`src/rtl/mem_arbiter.sv`:
```
// Two-port (instruction read / data read-write) arbiter in front of a single-cycle
// memory. Round-robin on ties, one transaction every two cycles.
module mem_arbiter #(
    parameter int unsigned MEM_WORDS  = 512,
    parameter int unsigned DATA_FIRST = 1
) (
    input  logic        clk_i,
    input  logic        rst_i,

    input  logic        i_req_i,
    input  logic [31:0] i_addr_i,
    output logic [31:0] i_data_o,
    output logic        i_ack_o,

    input  logic        d_req_i,
    input  logic        d_wen_i,
    input  logic [3:0]  d_stb_i,
    input  logic [31:0] d_addr_i,
    input  logic [31:0] d_data_i,
    output logic [31:0] d_data_o,
    output logic        d_ack_o,
    output logic        d_err_o,

    output logic        mem_wen_o,
    output logic [3:0]  mem_stb_o,
    output logic [31:0] mem_addr_o,
    output logic [31:0] mem_data_o,
    input  logic [31:0] mem_data_i
);

    typedef enum logic {
        IDLE = 1'b0,
        RESP = 1'b1
    } state_t;

    state_t state_q, state_d;
    logic   last_i_q;
    logic   grant_i, grant_d;
    logic   i_oor, d_oor;

    function automatic logic out_of_range(input logic [31:0] addr);
        return addr[31:2] >= 30'(MEM_WORDS);
    endfunction

    assign i_oor = out_of_range(i_addr_i);
    assign d_oor = out_of_range(d_addr_i);

    always_comb begin
        state_d    = state_q;
        grant_i    = 1'b0;
        grant_d    = 1'b0;
        mem_wen_o  = 1'b0;
        mem_stb_o  = 4'b0000;
        mem_addr_o = 32'h0;
        mem_data_o = 32'h0;
        case (state_q)
            IDLE: begin
                if (!rst_i && (i_req_i || d_req_i)) begin
                    state_d = RESP;
                    // last_i_q set means the instruction port was served last.
                    if (d_req_i && (!i_req_i || last_i_q)) begin
                        grant_d    = 1'b1;
                        mem_addr_o = d_addr_i;
                        mem_data_o = d_data_i;
                        if (!(d_wen_i && d_oor)) begin
                            mem_wen_o = d_wen_i;
                            mem_stb_o = d_stb_i;
                        end
                    end else begin
                        grant_i    = 1'b1;
                        mem_addr_o = i_addr_i;
                    end
                end
            end
            RESP: state_d = IDLE;
            default: state_d = IDLE;
        endcase
    end

    always_ff @(posedge clk_i) begin
        if (rst_i) begin
            state_q  <= IDLE;
            last_i_q <= (DATA_FIRST != 0);
            i_ack_o  <= 1'b0;
            d_ack_o  <= 1'b0;
            d_err_o  <= 1'b0;
            i_data_o <= 32'h0;
            d_data_o <= 32'h0;
        end else begin
            state_q <= state_d;
            i_ack_o <= grant_i;
            d_ack_o <= grant_d;
            d_err_o <= grant_d & d_oor;
            if (grant_i) begin
                last_i_q <= 1'b1;
                i_data_o <= i_oor ? 32'h0 : mem_data_i;
            end
            if (grant_d) begin
                last_i_q <= 1'b0;
                if (!d_wen_i)
                    d_data_o <= d_oor ? 32'h0 : mem_data_i;
            end
        end
    end

endmodule

```
`config.mk`:
```
export PLATFORM = sky130hd
export DESIGN_NAME = mem_arbiter
export DESIGN_NICKNAME = d
export VERILOG_FILES = /design/src/rtl/mem_arbiter.sv
export SDC_FILE = /design/constraint.sdc
export NUM_CORES = 1
export LEC_CHECK = 0
export ABC_CLOCK_PERIOD_IN_PS = 3800
export CORE_AREA = 2 2 105 107
export DETAILED_ROUTE_END_ITERATION = 7
export DIE_AREA = 0 0 107 109
export DONT_BUFFER_PORTS = 1
export GPL_TIMING_DRIVEN = 0
export SLEW_MARGIN = 20
export SYNTH_ARGS = -nofsm -noshare
export SYNTH_HDL_FRONTEND = slang
export SYNTH_SLANG_ARGS = --single-unit
export TNS_END_PERCENT = 20
```
`constraint.sdc`:
```
create_clock -name clk_i -period 3.8 [get_ports clk_i]
set_input_delay 0.57 -clock clk_i [delete_from_list [all_inputs] [get_ports clk_i]]
set_output_delay 0.57 -clock clk_i [all_outputs]
set_load 0.005 [all_outputs]
```
==> results.ini, run 1 <==
[sta]
finalCritPeriodShare_pct=65.8
slew_viol_final=0
rsz0062_at_grt=no
setup_ws_ns=1.30
fin_crit_ns=2.50
hold_viol_final=0
worst_slew_pin_slew_ns=0.708
fin_setup_tns_ns=0
finClkSkew_ns=0.0101
fmax_mhz=400
slew_headroom_pct=52.6
whs_ns=0.347
setup_viol=0

[power]
power_mw=1.53
p_per_area_mw_per_mm2=469
p_clk_share_pct=45.4
sw_frac_of_total_pct=25.1
intPower_mw=1.15
p_seq_share_pct=47.6
p_leak_nw=1.28
switching_power_uw=383
comb_power_share_pct=6.9
irDropWorstVdd_uv=188

[global_route]
grt-ovfl-total=0
first_global_vias=2382
grt_pass1_wl_um=15800
grt_use_total_pct=18.9
antenna_found_initial=4
grt_max_degree=15

[cts]
clock-root-buffer=clkbuf_8
cts_setup_buffers=0
numClockSinks=69
cts.clk_slew.worst_paths_ns=0.09
cts.hold.buffers_added=0
clock_path_buffers=2
cts_tree=done
htreeDepth=3
cts_resized=0
cts_buffers=9
clkLatencyLatePin_ns=0.34

[floorplanning]
core.rowCount=38
ios=273
coreArea_mm2=0.0106
die_h_um=109
die_x_um=107
initial_utilization_pct=26.9
die_area_mm2=0.0117

[logic_synthesis]
yosysSeqAreaShare_pct=48.5
synth.distinct_cells=26
synth_top_area_share_pct=48.5
synth_top_cell_by_area=dfxtp_1
synth_area_leaders=dfxtp_1, a22o_1, and2_1
synth_cells=259
synth_edf_count=0
yosys_warnings=0
synthesis.area_mm2=0.00285
synth_most_common_cell=a22o_1
yosys-top-cells-count=a22o_1, dfxtp_1, and2_1, nor4_1, buf_6
synthFlopType=dfxtp_1
syn_nets=396
synthArstFlopShare_pct=0
ys_seq_elements=69
syn-mean-instance-area_um2=11.0

[setup_path]
cp.arrival_ns=1.93
startpoint_type=input pin
end_kind=output pin
worstPathCellList=nor4_1 -> nand4_1 -> o31a_1 -> nor2b_1
slowest_delay_ns=0.41
critical_path_class=input pin to output pin
slowest_stage=nor4_1
path_delay_family=simple AND/OR/NAND/NOR gates
cp.required_ns=3.23
critPathLaunch=d_addr_i[25]
crit_fanout=4
r2r-start=last_i_q
crit_buf_inv=0

[place]
place_inst=399
post-place-ws_ns=1.34
io_buffers=0
dp_hpwl_um=9430
finalWeightedCongestion=1.14

[detailed_routing]
via_count=2432
drt-initial-drc-count=187
viasPerCell=5.80
wl_per_cell_um=27.7
ant_nets=0
first_pass_iters=4
postRouteWirelength_um=11600
drc=0

[layout]
instances_no_fill=419
drive_gt1_share_pct=13.8
finalNetCount=407
area_delta_synth_final_pct=14.5

[worst_hold_path]
min-delay-path-class=input pin to flop
hp-start=mem_data_i[29]

[run]
cap_violations=0

[outcome]
status=complete, no violations

## cells by family after synthesis
logic type	Yosys count	share of synthesized area, %
and+or+nand+nor	63	13.9
DFF	69	48.5
AOI/OAI and AO/OA	100	30.5
buffers and inverters	27	7.16
## through the flow
step | area, um2 | util, %
finish | 3260 | 30.8
floorplan | 2850 | -
global placement | 3020 | 28.5
global route | 3260 | 30.8
CTS | 3250 | 30.7
detailed placement | 3020 | 28.5
## registers in the layout, indices dropped and copies added, names as in the netlist
| signal | flops |
|---|---|
| d_data_o | 32 |
| i_data_o | 32 |
| d_ack_o | 1 |
| d_err_o | 1 |
| i_ack_o | 1 |
| last_i_q | 1 |
| state_q | 1 |
## power by group through the flow
stage               clock [mW]  combinational (mW)  sequential (mW)
floorplan                    0              0.0776            0.744
global placement             0               0.106            0.745
detailed placement           0               0.107            0.745
CTS                      0.717               0.108            0.728
global route             0.749               0.114            0.729
finish                   0.695               0.106            0.728
## routing by layer
metal,track usage (%),share of wire (%)
met1,20.6,34
met2,31.4,51
met3,8.91,13
met4,8.26,2.1
met5,0,0
## worst register-to-register path, delay by kind of cell (launching register included)
| family | cells | cell delay (ns) |
|---|---|---|
| DFF | 1 | 0.33 |
| and+or+nand+nor | 2 | 0.32 |
| AOI/OAI and AO/OA | 2 | 0.65 |
| buffers and inverters | 2 | 0.46 |
## final cells by class
class	instances	area, um2
Antenna cell	4	10.0
Buffer	24	193
Clock buffer	9	124
Clock inverter	7	105
Fill cell	1100	7340
Inverter	3	11.3
Multi-Input combinational cell	163	1260
Sequential cell	69	1380
Tap cell	140	175
## layout by cell type (no fill, tap or decap), types with 2 or more instances in the layout
cell	n
a22o_1	95
and2_1	32
and3_1	2
buf_2	7
buf_6	8
buf_8	3
bufinv_16	2
clkbuf_1	6
clkbuf_8	9
dfxtp_1	69
diode_2	4
inv_1	3
inv_6	3
nand2_1	2
nand4_1	2
nor2_1	5
nor2b_1	4
nor4_1	9
## final timing paths
check	endpoint	cells after the start	slack, ns
worst max register to register	d_data_o[12]	6	1.98
worst max-delay path	mem_stb_o[1]	4	1.30
worst min-delay path	d_data_o[29]	1	0.35
worst min register to register	last_i_q	2	0.50
Power figures use the tool's default switching activity.
==> inputs of run 2 (changes only) <==
--- a/config.mk
+++ b/config.mk
@@ -5,7 +5,7 @@
 export SDC_FILE = /design/constraint.sdc
 export NUM_CORES = 1
 export LEC_CHECK = 0
-export ABC_CLOCK_PERIOD_IN_PS = 3800
+export ABC_CLOCK_PERIOD_IN_PS = 2500
 export CORE_AREA = 2 2 105 107
 export DETAILED_ROUTE_END_ITERATION = 7
 export DIE_AREA = 0 0 107 109
==> constraint.sdc (replaced) <==
create_clock -name clk_i -period 2.5 [get_ports clk_i]
set_input_delay 0.375 -clock clk_i [delete_from_list [all_inputs] [get_ports clk_i]]
set_output_delay 0.375 -clock clk_i [all_outputs]
set_load 0.005 [all_outputs]
==> results.ini, run 2 (synthesis results as in run 1) <==
[layout]
drive_gt1_share_pct=14.2  ; +0.36 points
reg_top3=d_data_o: 32 flops, i_data_o: 32 flops
fillCellCount=1099  ; -0.091%
final_cell_mix=a22o_1, dfxtp_1, and2_1, nor4_1, clkbuf_8
instances_no_fill=419  ; unchanged
layout_commonest_cell=a22o_1
finalNetCount=407  ; unchanged
area_delta_synth_final_pct=14.6  ; about the same
utilization_pct=30.8  ; about the same
final_area_mm2=0.00326  ; about the same

[detailed_routing]
drt-initial-drc-count=187  ; unchanged
wl_met2_um=5910  ; unchanged
postRouteWirelength_um=11600  ; about the same
first_pass_iters=4  ; unchanged
met3_length_um=1540  ; unchanged
top_layer_used=met4
ant_nets=0  ; unchanged
via_count=2432  ; unchanged
wl_per_cell_um=27.7  ; about the same
viasPerCell=5.80  ; unchanged
drt-met1-wl_um=3920  ; about the same
drc=0  ; unchanged

[setup_path]
rr_worst_depth=6  ; unchanged
r2r_end=d_data_o[12]
critical_path_class=flop to output pin
r2r-start=last_i_q
startpoint_type=flop
cp.arrival_ns=1.91  ; -0.02 ns
cp.required_ns=2.12  ; -1.11 ns
r2r_slack_ns=0.68  ; -1.30 ns
crit_fanout=10  ; +6
end_kind=output pin

[power]
comb_power_share_pct=7.0  ; about the same
p_clk_share_pct=45.4  ; about the same
p_leak_nw=1.28  ; +0.26%
p_per_area_mw_per_mm2=712  ; +52%
power_mw=2.32  ; +52%
p_seq_share_pct=47.6  ; about the same
switching_power_uw=583  ; +52%
irDropWorstVdd_uv=286  ; +52%
sw_frac_of_total_pct=25.1  ; about the same
intPower_mw=1.74  ; +52%

[place]
place_inst=399  ; unchanged
post-place-ws_ns=0.426  ; -0.910 ns
finalWeightedCongestion=1.14  ; unchanged
dp_hpwl_um=9430  ; unchanged
dpl_cell_area_mm2=0.00302  ; unchanged
io_buffers=0  ; unchanged

[cts]
cts_buffers=9  ; unchanged
clock_path_buffers=2  ; unchanged
clock-root-buffer=clkbuf_8
numClockSinks=69  ; unchanged
cts_setup_buffers=0  ; unchanged
cts.clk_slew.worst_paths_ns=0.09  ; about the same
clkLatencyLatePin_ns=0.34  ; about the same
htreeDepth=3  ; unchanged
cts_tree=done
cts.hold.buffers_added=0  ; unchanged

[sta]
slew_viol_final=0  ; unchanged
hold_viol_final=0  ; unchanged
setup_viol=0  ; unchanged
finClkSkew_ns=0.0101  ; unchanged
worst_slew_pin_slew_ns=0.708  ; unchanged
finalCritPeriodShare_pct=91.5
fin_crit_ns=2.29
whs_ns=0.152  ; -0.195 ns
fin_setup_tns_ns=0  ; unchanged
slew_headroom_pct=52.6  ; unchanged
fmax_mhz=437
rsz0062_at_grt=no
setup_ws_ns=0.213  ; -1.09 ns

[floorplanning]
core.rowCount=38  ; unchanged
ios=273  ; unchanged
die_area_mm2=0.0117  ; unchanged
coreArea_mm2=0.0106  ; unchanged
initial_utilization_pct=26.9  ; unchanged
die_h_um=109  ; unchanged
die_x_um=107  ; unchanged

[run]
cap_violations=0  ; unchanged

[global_route]
grt-ovfl-total=0  ; unchanged
antenna_found_initial=4  ; unchanged
grt_pass1_wl_um=15800  ; unchanged
grt_max_degree=15  ; unchanged
grt_use_total_pct=18.9  ; unchanged
first_global_vias=2382  ; unchanged

[worst_hold_path]
hp-start=mem_data_i[29]
min-delay-path-class=input pin to flop
worstHoldEndpoint=d_data_o[29]
hold-path-cell-count=1  ; unchanged

[outcome]
status=complete, no violations

==> run 2: worst max-delay path, cell delays in order, from the launching register on <==
cell and delay, ns:
dfxtp_1 0.31, nor2_1 0.18, nand3_1 0.20, inv_1 0.14, buf_2 0.24, clkbuf_1 0.26, and2_1 0.23
==> run 2: worst max-delay path by stage <==
stage,endpoint,cells after the start,slack [ns],startpoint
floorplan,mem_stb_o[0],4,0.77,d_addr_i[22]
global placement,mem_stb_o[1],4,0.43,d_addr_i[25]
detailed placement,mem_stb_o[1],4,0.43,d_addr_i[25]
CTS,mem_data_o[16],6,0.14,state_q
global route,mem_addr_o[6],6,0.05,state_q
finish,mem_data_o[7],6,0.21,state_q
==> run 2: final cells by class <==
cell class / count / area (um2) / area share, %
diodes: 4 / 10.0 / 0.307
plain buffers: 24 / 194 / 5.94
clock buffers: 9 / 124 / 3.79
clock inverters: 7 / 105 / 3.22
inverters: 3 / 11.3 / 0.345
multi-input cells: 163 / 1260 / 38.7
flip-flops and latches: 69 / 1380 / 42.3
well taps: 140 / 175 / 5.37
==> run 2: per-layer routing <==
layer	up-vias	GRT usage, %
met3	22	8.91
met4	0	8.26
li1	1017	-
met5	-	0
met2	214	31.4
met1	1179	20.6
==> run 2: repair_timing <==
action | in CTS | in global routing
endpoints found under the setup margin | 0 | 10
gates resized for setup | 0 | 2
endpoints found under the hold margin | 0 | 0
==> run 2: power groups by stage <==
stage | clock (mW) | sequential, mW | combinational, mW
final | 1.06 | 1.11 | 0.162
after global routing | 1.14 | 1.11 | 0.174
after CTS | 1.09 | 1.11 | 0.164
after detailed placement | 0 | 1.13 | 0.163
after global placement | 0 | 1.13 | 0.161
after floorplan | 0 | 1.13 | 0.118
